`src/rtl/mem_port_arbiter_if.sv`:
```
// Bundle of the two cache line ports, the shared memory port and the grant debug bus.
// The slave modport is the arbiter's view; the master modport is the caches and memory around it.
interface mem_port_arbiter_if #(
   parameter int ADDR_W = 28,
   parameter int DATA_W = 128
);
   logic              ic_read, ic_write, ic_ready;
   logic [ADDR_W-1:0] ic_addr;
   logic [DATA_W-1:0] ic_wdata, ic_rdata;
   logic              dc_read, dc_write, dc_ready;
   logic [ADDR_W-1:0] dc_addr;
   logic [DATA_W-1:0] dc_wdata, dc_rdata;
   logic              mem_read, mem_write, mem_ready;
   logic [ADDR_W-1:0] mem_addr;
   logic [DATA_W-1:0] mem_wdata, mem_rdata;
   logic [1:0]        grant;

   modport slave (
      input  ic_read, ic_write, ic_addr, ic_wdata,
      input  dc_read, dc_write, dc_addr, dc_wdata,
      input  mem_rdata, mem_ready,
      output ic_rdata, ic_ready, dc_rdata, dc_ready,
      output mem_read, mem_write, mem_addr, mem_wdata, grant
   );

   modport master (
      output ic_read, ic_write, ic_addr, ic_wdata,
      output dc_read, dc_write, dc_addr, dc_wdata,
      output mem_rdata, mem_ready,
      input  ic_rdata, ic_ready, dc_rdata, dc_ready,
      input  mem_read, mem_write, mem_addr, mem_wdata, grant
   );
endinterface

```
`src/rtl/mem_port_arbiter.sv`:
```
// Round-robin share of one line-wide memory port between I-cache and D-cache.
// One transaction in flight; memory-side outputs are latched at grant and held until mem_ready.
module mem_port_arbiter #(
   parameter int ADDR_W = 28,
   parameter int DATA_W = 128
) (
   input logic                 clk,
   input logic                 rst_n,
   mem_port_arbiter_if.slave   bus
);
   typedef enum logic [1:0] {IDLE, SERV_I, SERV_D} state_e;

   state_e            state_q;
   logic              last_d_q;  // 1: D-cache was granted most recently
   logic              mem_read_q, mem_write_q;
   logic [ADDR_W-1:0] mem_addr_q;
   logic [DATA_W-1:0] mem_wdata_q;
   logic [1:0]        grant_q;

   logic ic_pend, dc_pend, pick_d;

   assign ic_pend = bus.ic_read | bus.ic_write;
   assign dc_pend = bus.dc_read | bus.dc_write;
   // On a tie, serve whoever did not go last; last starts as I so D wins the first tie.
   assign pick_d  = dc_pend & (~ic_pend | ~last_d_q);

   always_ff @(posedge clk or negedge rst_n) begin
      if (!rst_n) begin
         state_q     <= IDLE;
         last_d_q    <= 1'b0;
         mem_read_q  <= 1'b0;
         mem_write_q <= 1'b0;
         mem_addr_q  <= '0;
         mem_wdata_q <= '0;
         grant_q     <= 2'b00;
      end else begin
         unique case (state_q)
            IDLE: begin
               if (pick_d) begin
                  state_q     <= SERV_D;
                  last_d_q    <= 1'b1;
                  mem_read_q  <= bus.dc_read & ~bus.dc_write;
                  mem_write_q <= bus.dc_write;
                  mem_addr_q  <= bus.dc_addr;
                  mem_wdata_q <= bus.dc_wdata;
                  grant_q     <= 2'b10;
               end else if (ic_pend) begin
                  state_q     <= SERV_I;
                  last_d_q    <= 1'b0;
                  mem_read_q  <= bus.ic_read & ~bus.ic_write;
                  mem_write_q <= bus.ic_write;
                  mem_addr_q  <= bus.ic_addr;
                  mem_wdata_q <= bus.ic_wdata;
                  grant_q     <= 2'b01;
               end
            end
            SERV_I, SERV_D: begin
               if (bus.mem_ready) begin
                  state_q     <= IDLE;
                  mem_read_q  <= 1'b0;
                  mem_write_q <= 1'b0;
                  mem_addr_q  <= '0;
                  mem_wdata_q <= '0;
                  grant_q     <= 2'b00;
               end
            end
            default: state_q <= IDLE;
         endcase
      end
   end

   assign bus.mem_read  = mem_read_q;
   assign bus.mem_write = mem_write_q;
   assign bus.mem_addr  = mem_addr_q;
   assign bus.mem_wdata = mem_wdata_q;
   assign bus.grant     = grant_q;

   // Read data is broadcast; only the completion pulse is steered.
   assign bus.ic_rdata  = bus.mem_rdata;
   assign bus.dc_rdata  = bus.mem_rdata;
   assign bus.ic_ready  = (state_q == SERV_I) & bus.mem_ready;
   assign bus.dc_ready  = (state_q == SERV_D) & bus.mem_ready;
endmodule

```
`src/flat_wrapper.sv`:
```
// flat-port wrapper written by rule: the top's interface ports become plain ports
module mem_port_arbiter_flat 
#(
   parameter int ADDR_W = 28,
   parameter int DATA_W = 128
)
  (clk, rst_n, bus_ic_read, bus_ic_write, bus_ic_addr, bus_ic_wdata, bus_dc_read, bus_dc_write, bus_dc_addr, bus_dc_wdata, bus_mem_rdata, bus_mem_ready, bus_ic_rdata, bus_ic_ready, bus_dc_rdata, bus_dc_ready, bus_mem_read, bus_mem_write, bus_mem_addr, bus_mem_wdata, bus_grant);
  mem_port_arbiter_if #(.ADDR_W(ADDR_W), .DATA_W(DATA_W)) bus_i ();
  input logic clk;
  input logic rst_n;
  input wire logic [$bits(bus_i.ic_read)-1:0] bus_ic_read;
  input wire logic [$bits(bus_i.ic_write)-1:0] bus_ic_write;
  input wire logic [$bits(bus_i.ic_addr)-1:0] bus_ic_addr;
  input wire logic [$bits(bus_i.ic_wdata)-1:0] bus_ic_wdata;
  input wire logic [$bits(bus_i.dc_read)-1:0] bus_dc_read;
  input wire logic [$bits(bus_i.dc_write)-1:0] bus_dc_write;
  input wire logic [$bits(bus_i.dc_addr)-1:0] bus_dc_addr;
  input wire logic [$bits(bus_i.dc_wdata)-1:0] bus_dc_wdata;
  input wire logic [$bits(bus_i.mem_rdata)-1:0] bus_mem_rdata;
  input wire logic [$bits(bus_i.mem_ready)-1:0] bus_mem_ready;
  output wire logic [$bits(bus_i.ic_rdata)-1:0] bus_ic_rdata;
  output wire logic [$bits(bus_i.ic_ready)-1:0] bus_ic_ready;
  output wire logic [$bits(bus_i.dc_rdata)-1:0] bus_dc_rdata;
  output wire logic [$bits(bus_i.dc_ready)-1:0] bus_dc_ready;
  output wire logic [$bits(bus_i.mem_read)-1:0] bus_mem_read;
  output wire logic [$bits(bus_i.mem_write)-1:0] bus_mem_write;
  output wire logic [$bits(bus_i.mem_addr)-1:0] bus_mem_addr;
  output wire logic [$bits(bus_i.mem_wdata)-1:0] bus_mem_wdata;
  output wire logic [$bits(bus_i.grant)-1:0] bus_grant;
  assign bus_i.ic_read = bus_ic_read;
  assign bus_i.ic_write = bus_ic_write;
  assign bus_i.ic_addr = bus_ic_addr;
  assign bus_i.ic_wdata = bus_ic_wdata;
  assign bus_i.dc_read = bus_dc_read;
  assign bus_i.dc_write = bus_dc_write;
  assign bus_i.dc_addr = bus_dc_addr;
  assign bus_i.dc_wdata = bus_dc_wdata;
  assign bus_i.mem_rdata = bus_mem_rdata;
  assign bus_i.mem_ready = bus_mem_ready;
  assign bus_ic_rdata = bus_i.ic_rdata;
  assign bus_ic_ready = bus_i.ic_ready;
  assign bus_dc_rdata = bus_i.dc_rdata;
  assign bus_dc_ready = bus_i.dc_ready;
  assign bus_mem_read = bus_i.mem_read;
  assign bus_mem_write = bus_i.mem_write;
  assign bus_mem_addr = bus_i.mem_addr;
  assign bus_mem_wdata = bus_i.mem_wdata;
  assign bus_grant = bus_i.grant;
  mem_port_arbiter #(.ADDR_W(ADDR_W), .DATA_W(DATA_W)) u_core (.clk(clk), .rst_n(rst_n), .bus(bus_i));
endmodule
```
`config.mk`:
```
export PLATFORM = sky130hd
export DESIGN_NAME = mem_port_arbiter_flat
export DESIGN_NICKNAME = d
export VERILOG_FILES = /design/src/rtl/mem_port_arbiter_if.sv /design/src/rtl/mem_port_arbiter.sv /design/src/flat_wrapper.sv
export SDC_FILE = /design/constraint.sdc
export NUM_CORES = 1
export LEC_CHECK = 0
export ABC_AREA = 0
export ABC_CLOCK_PERIOD_IN_PS = 1900
export BUFFER_PORTS_ARGS = -buffer_cell sky130_fd_sc_hd__buf_4
export CORE_AREA = 4 4 331 333
export DETAILED_ROUTE_END_ITERATION = 8
export DIE_AREA = 0 0 335 337
export GPL_ROUTABILITY_DRIVEN = 0
export HOLD_SLACK_MARGIN = 0.02
export PLACE_DENSITY = 0.33
export REMOVE_ABC_BUFFERS = 1
export SYNTH_ARGS = -nofsm -noshare
export SYNTH_HDL_FRONTEND = slang
export SYNTH_SLANG_ARGS = --single-unit
```
`constraint.sdc`:
```
create_clock -name clk -period 1.9 [get_ports clk]
set_input_delay 0.095 -clock clk [delete_from_list [all_inputs] [get_ports clk]]
set_output_delay 0.095 -clock clk [all_outputs]
set_load 0.005 [all_outputs]
```
==> out/metrics.csv <==
stage;metric;value;unit
status;status;complete, but fails checks;
status;violations;negative setup slack;
setup_path;crit_chain;inv_2, ha_4, and2b_4, a311o_2, or2_4, buf_12, buf_16, o21ai_1;
grt;grt_overflow;0;
clock_network;htree_levels;4;
floorplanning;fp.dieH;337;um
drt;first_pass_iters;5;
placement;port_buffers;480;
clock_network;cts.clk_slew.worst_paths;80;ps
floorplanning;ios;865;
run;drv_cap;0;
clock_network;cts_buffers;17;
drt;antenna_left;0;
clock_network;clk_path_buf_depth;2;
logic_synthesis;seq_area_frac_synth;42.7;%
timing;worst_pin_slew;640;ps
setup_path;arrival;2520;ps
clock_network;insertion_delay;500;ps
finish;fillers;11841;
power_and_ir_drop;ir_drop;678;uV
timing;maxSlewHeadroom;57.4;%
timing;max_freq;474;MHz
drt;drc_errors;0;
logic_synthesis;syn_inst;982;
setup_path;worst-r2r-cell-count;8;
logic_synthesis;yosys-top-cells-area;dfrtp_1 43%, buf_4 21%, mux2i_1 16%;
timing;finalCriticalPeriod;2110;ps
setup_path;worstPathRequired;2320;ps
floorplanning;num_rows;120;
logic_synthesis;synth_seq_cells;163;
power_and_ir_drop;p_leak;0.00805;uW
floorplanning;die_w;335;um
setup_path;crit_path_max_incr_delay;410;ps
drt;drt-initial-drc-count;454;
placement;place_inst;2600;
drt;dr_total_vias;9868;
drt;vias_per_cell;3.32;
placement;placed_cell_area;13100;um2
logic_synthesis;yosys.area.top_type_share;42.7;%
timing;hold_slack;31.8;ps
setup_path;worstSetupEndpointType;register;
hold_path;hold_path_class;in -> reg;
finish;nNetsFinal;2007;
timing;finalHoldViolations;0;
floorplanning;dieArea;113000;um2
finish;area_growth;86.4;%
grt;antenna_found_initial;6;
timing;clock_skew;17.1;ps
finish;final_core_utilization;16.7;%
grt;grt_pass1_wl;118;mm
clock_network;cts_tree;yes;
logic_synthesis;synth_largest_area_cell;dfrtp_1;
setup_path;rr_startpoint;u_core.state_q[1]$_DFFE_PN0P_;
finish;finish.instance_area;17800;um2
timing;setup_ws;-208;ps
drt;wirelength;96.7;mm
setup_path;cp_max_fo;21;
setup_path;slowest_stage;dfrtp_1;
clock_network;cts_root_buf;clkbuf_16;
power_and_ir_drop;powerDensity;1350;nW/um2
setup_path;crit_path_end;u_core.bus.mem_addr[12]$_DFFE_PN0P_;
setup_path;r2r_end;u_core.bus.mem_addr[12]$_DFFE_PN0P_;
logic_synthesis;ys_types;26;
timing;setup_viol;159;
setup_path;crit_type;reg -> reg;
floorplanning;start_util;8.95;%
timing;report.final.slew_viol_count;0;
logic_synthesis;ys_warn_count;0;
setup_path;startpoint;u_core.state_q[1]$_DFFE_PN0P_;
grt;grt_max_degree;67;
placement;dp.final_hpwl;75.4;mm
timing;fin_tns_setup;-23590;ps
logic_synthesis;syn_area_per_cell;9.72;um2
drt;routedWlPerCell;32.5;um
finish;drive_above_1_share;42.8;%
grt;grt_pass1_vias;10400;
setup_path;start_kind;register;
finish;stdcell_count;2975;
grt;grt.total_usage;16.5;%
timing;period_share;111;%
logic_synthesis;netlist_area;9550;um2
floorplanning;fp.coreArea;107000;um2
setup_path;ff2ff_setup_slack;-210;ps
timing;grt_setup_unrepaired;true;
clock_network;clock-sinks;163;
==> layout by cell type (no fill, tap or decap), types with 2 or more instances in the layout <==
| master | n |
|---|---|
| clkbuf_16 | 24 |
| buf_12 | 14 |
| buf_8 | 3 |
| inv_6 | 2 |
| nor2b_1 | 2 |
| a21oi_1 | 5 |
| inv_8 | 2 |
| and2_1 | 2 |
| buf_4 | 511 |
| buf_6 | 5 |
| o21ai_1 | 90 |
| o21ai_0 | 2 |
| inv_2 | 2 |
| clkbuf_8 | 3 |
| dfrtp_1 | 163 |
| nor2_1 | 5 |
| buf_16 | 10 |
| dlygate4sd3_1 | 313 |
| mux2i_1 | 155 |
| bufinv_16 | 3 |
| clkinvlp_4 | 2 |
| diode_2 | 3 |
| clkinv_2 | 2 |
| nand2_1 | 154 |
| o21ai_2 | 67 |
| clkinv_4 | 2 |
| nand2_2 | 9 |
| ha_1 | 3 |
==> flip-flops by register name, indices dropped and copies added (netlist names) <==
register	flops
u_core.bus.mem_wdata	128
u_core.last_d_q	1
u_core.bus.mem_write	1
u_core.bus.grant	2
u_core.bus.mem_read	1
u_core.state_q	2
u_core.bus.mem_addr	28
==> Yosys cell counts <==
master	instances
nor2_1	5
dfrtp_1	163
inv_1	2
nor2_2	1
buf_4	267
buf_2	12
or2_4	1
a311o_1	1
ha_1	4
and2_1	3
a22o_1	1
nor2b_1	2
buf_1	2
a21oi_1	5
nand2_1	163
buf_6	13
and2b_4	1
o21ai_1	130
o21ai_0	29
or2_2	1
a21o_1	1
clkbuf_1	15
o31ai_1	2
a2111oi_0	1
mux2i_1	156
a2bb2oi_1	1
==> worst min-delay path by stage <==
| stage | startpoint | to | cells past startpoint |
|---|---|---|---|
| after floorplan | rst_n | u_core.bus.grant[0]$_DFFE_PN0P_ | 0 |
| after global placement | rst_n | u_core.bus.mem_wdata[119]$_DFFE_PN0P_ | 1 |
| after detailed placement | rst_n | u_core.bus.mem_wdata[119]$_DFFE_PN0P_ | 1 |
| after CTS | bus_dc_wdata[73] | u_core.bus.mem_wdata[73]$_DFFE_PN0P_ | 4 |
| after global routing | bus_ic_wdata[73] | u_core.bus.mem_wdata[73]$_DFFE_PN0P_ | 4 |
| final | bus_ic_wdata[73] | u_core.bus.mem_wdata[73]$_DFFE_PN0P_ | 4 |
==> routing by layer <==
layer / track usage [%] / part of all wire [%] / vias up
li1: - / - / 4172
met1: 15.7 / 35 / 4516
met2: 22.2 / 39 / 1056
met3: 19.0 / 23 / 94
met4: 3.88 / 1.8 / 30
met5: 10.3 / 1.7 / -
==> power breakdown <==
| group | internal, uW | total (uW) | switching, uW |
|---|---|---|---|
| clock | 2160 | 3950 | 1790 |
| combinational | 7050 | 14200 | 7150 |
| sequential | 5020 | 5900 | 886 |
==> cells by family after synthesis <==
family                   share of synthesized area, %
buffers and inverters                            23.9
AND/OR/NAND/NOR                                  7.26
AO/OA/AOI/OAI                                    9.21
flip-flops                                       42.7
multiplexers                                     16.4
adder cells (fa/ha/maj)                         0.524
==> per-stage QoR <==
stage / power, uW / worst slack, ps
after floorplan: 9130 / -4490
after global placement: 16100 / -345
after detailed placement: 16300 / -320
after CTS: 23400 / -188
after global routing: 25800 / -257
final: 24100 / -208
==> repair_timing <==
| action | 4_1_cts | 5_1_grt |
|---|---|---|
| pin swaps | 8 | 12 |
| endpoints found under the hold margin | 207 | 0 |
| hold buffers | 313 | 0 |
| resized for setup | 71 | 68 |
| setup buffers | 8 | 2 |
| gates cloned | 9 | 9 |
| endpoints found under the setup margin | 160 | 160 |
==> layout make-up <==
cell class / count / area (um2) / share of cell area, %
diodes: 3 / 7.51 / 0.0422
inverters: 2 / 7.51 / 0.0422
well taps: 1403 / 1760 / 9.86
clock inverters: 13 / 173 / 0.970
multi-input cells: 508 / 3510 / 19.7
repair buffers: 864 / 7820 / 43.9
clock buffers: 19 / 453 / 2.54
flip-flops and latches: 163 / 4080 / 22.9
==> critical path: cells and delay by family, from the launching register on <==
kind                       cells  cell delay (ps)
AOI/OAI and AO/OA              2              500
and+or+nand+nor                2              450
buffers and inverters          3              440
DFF                            1              410
adders and majority gates      1              210
Note: power is estimated with default switching activity, not from simulation.
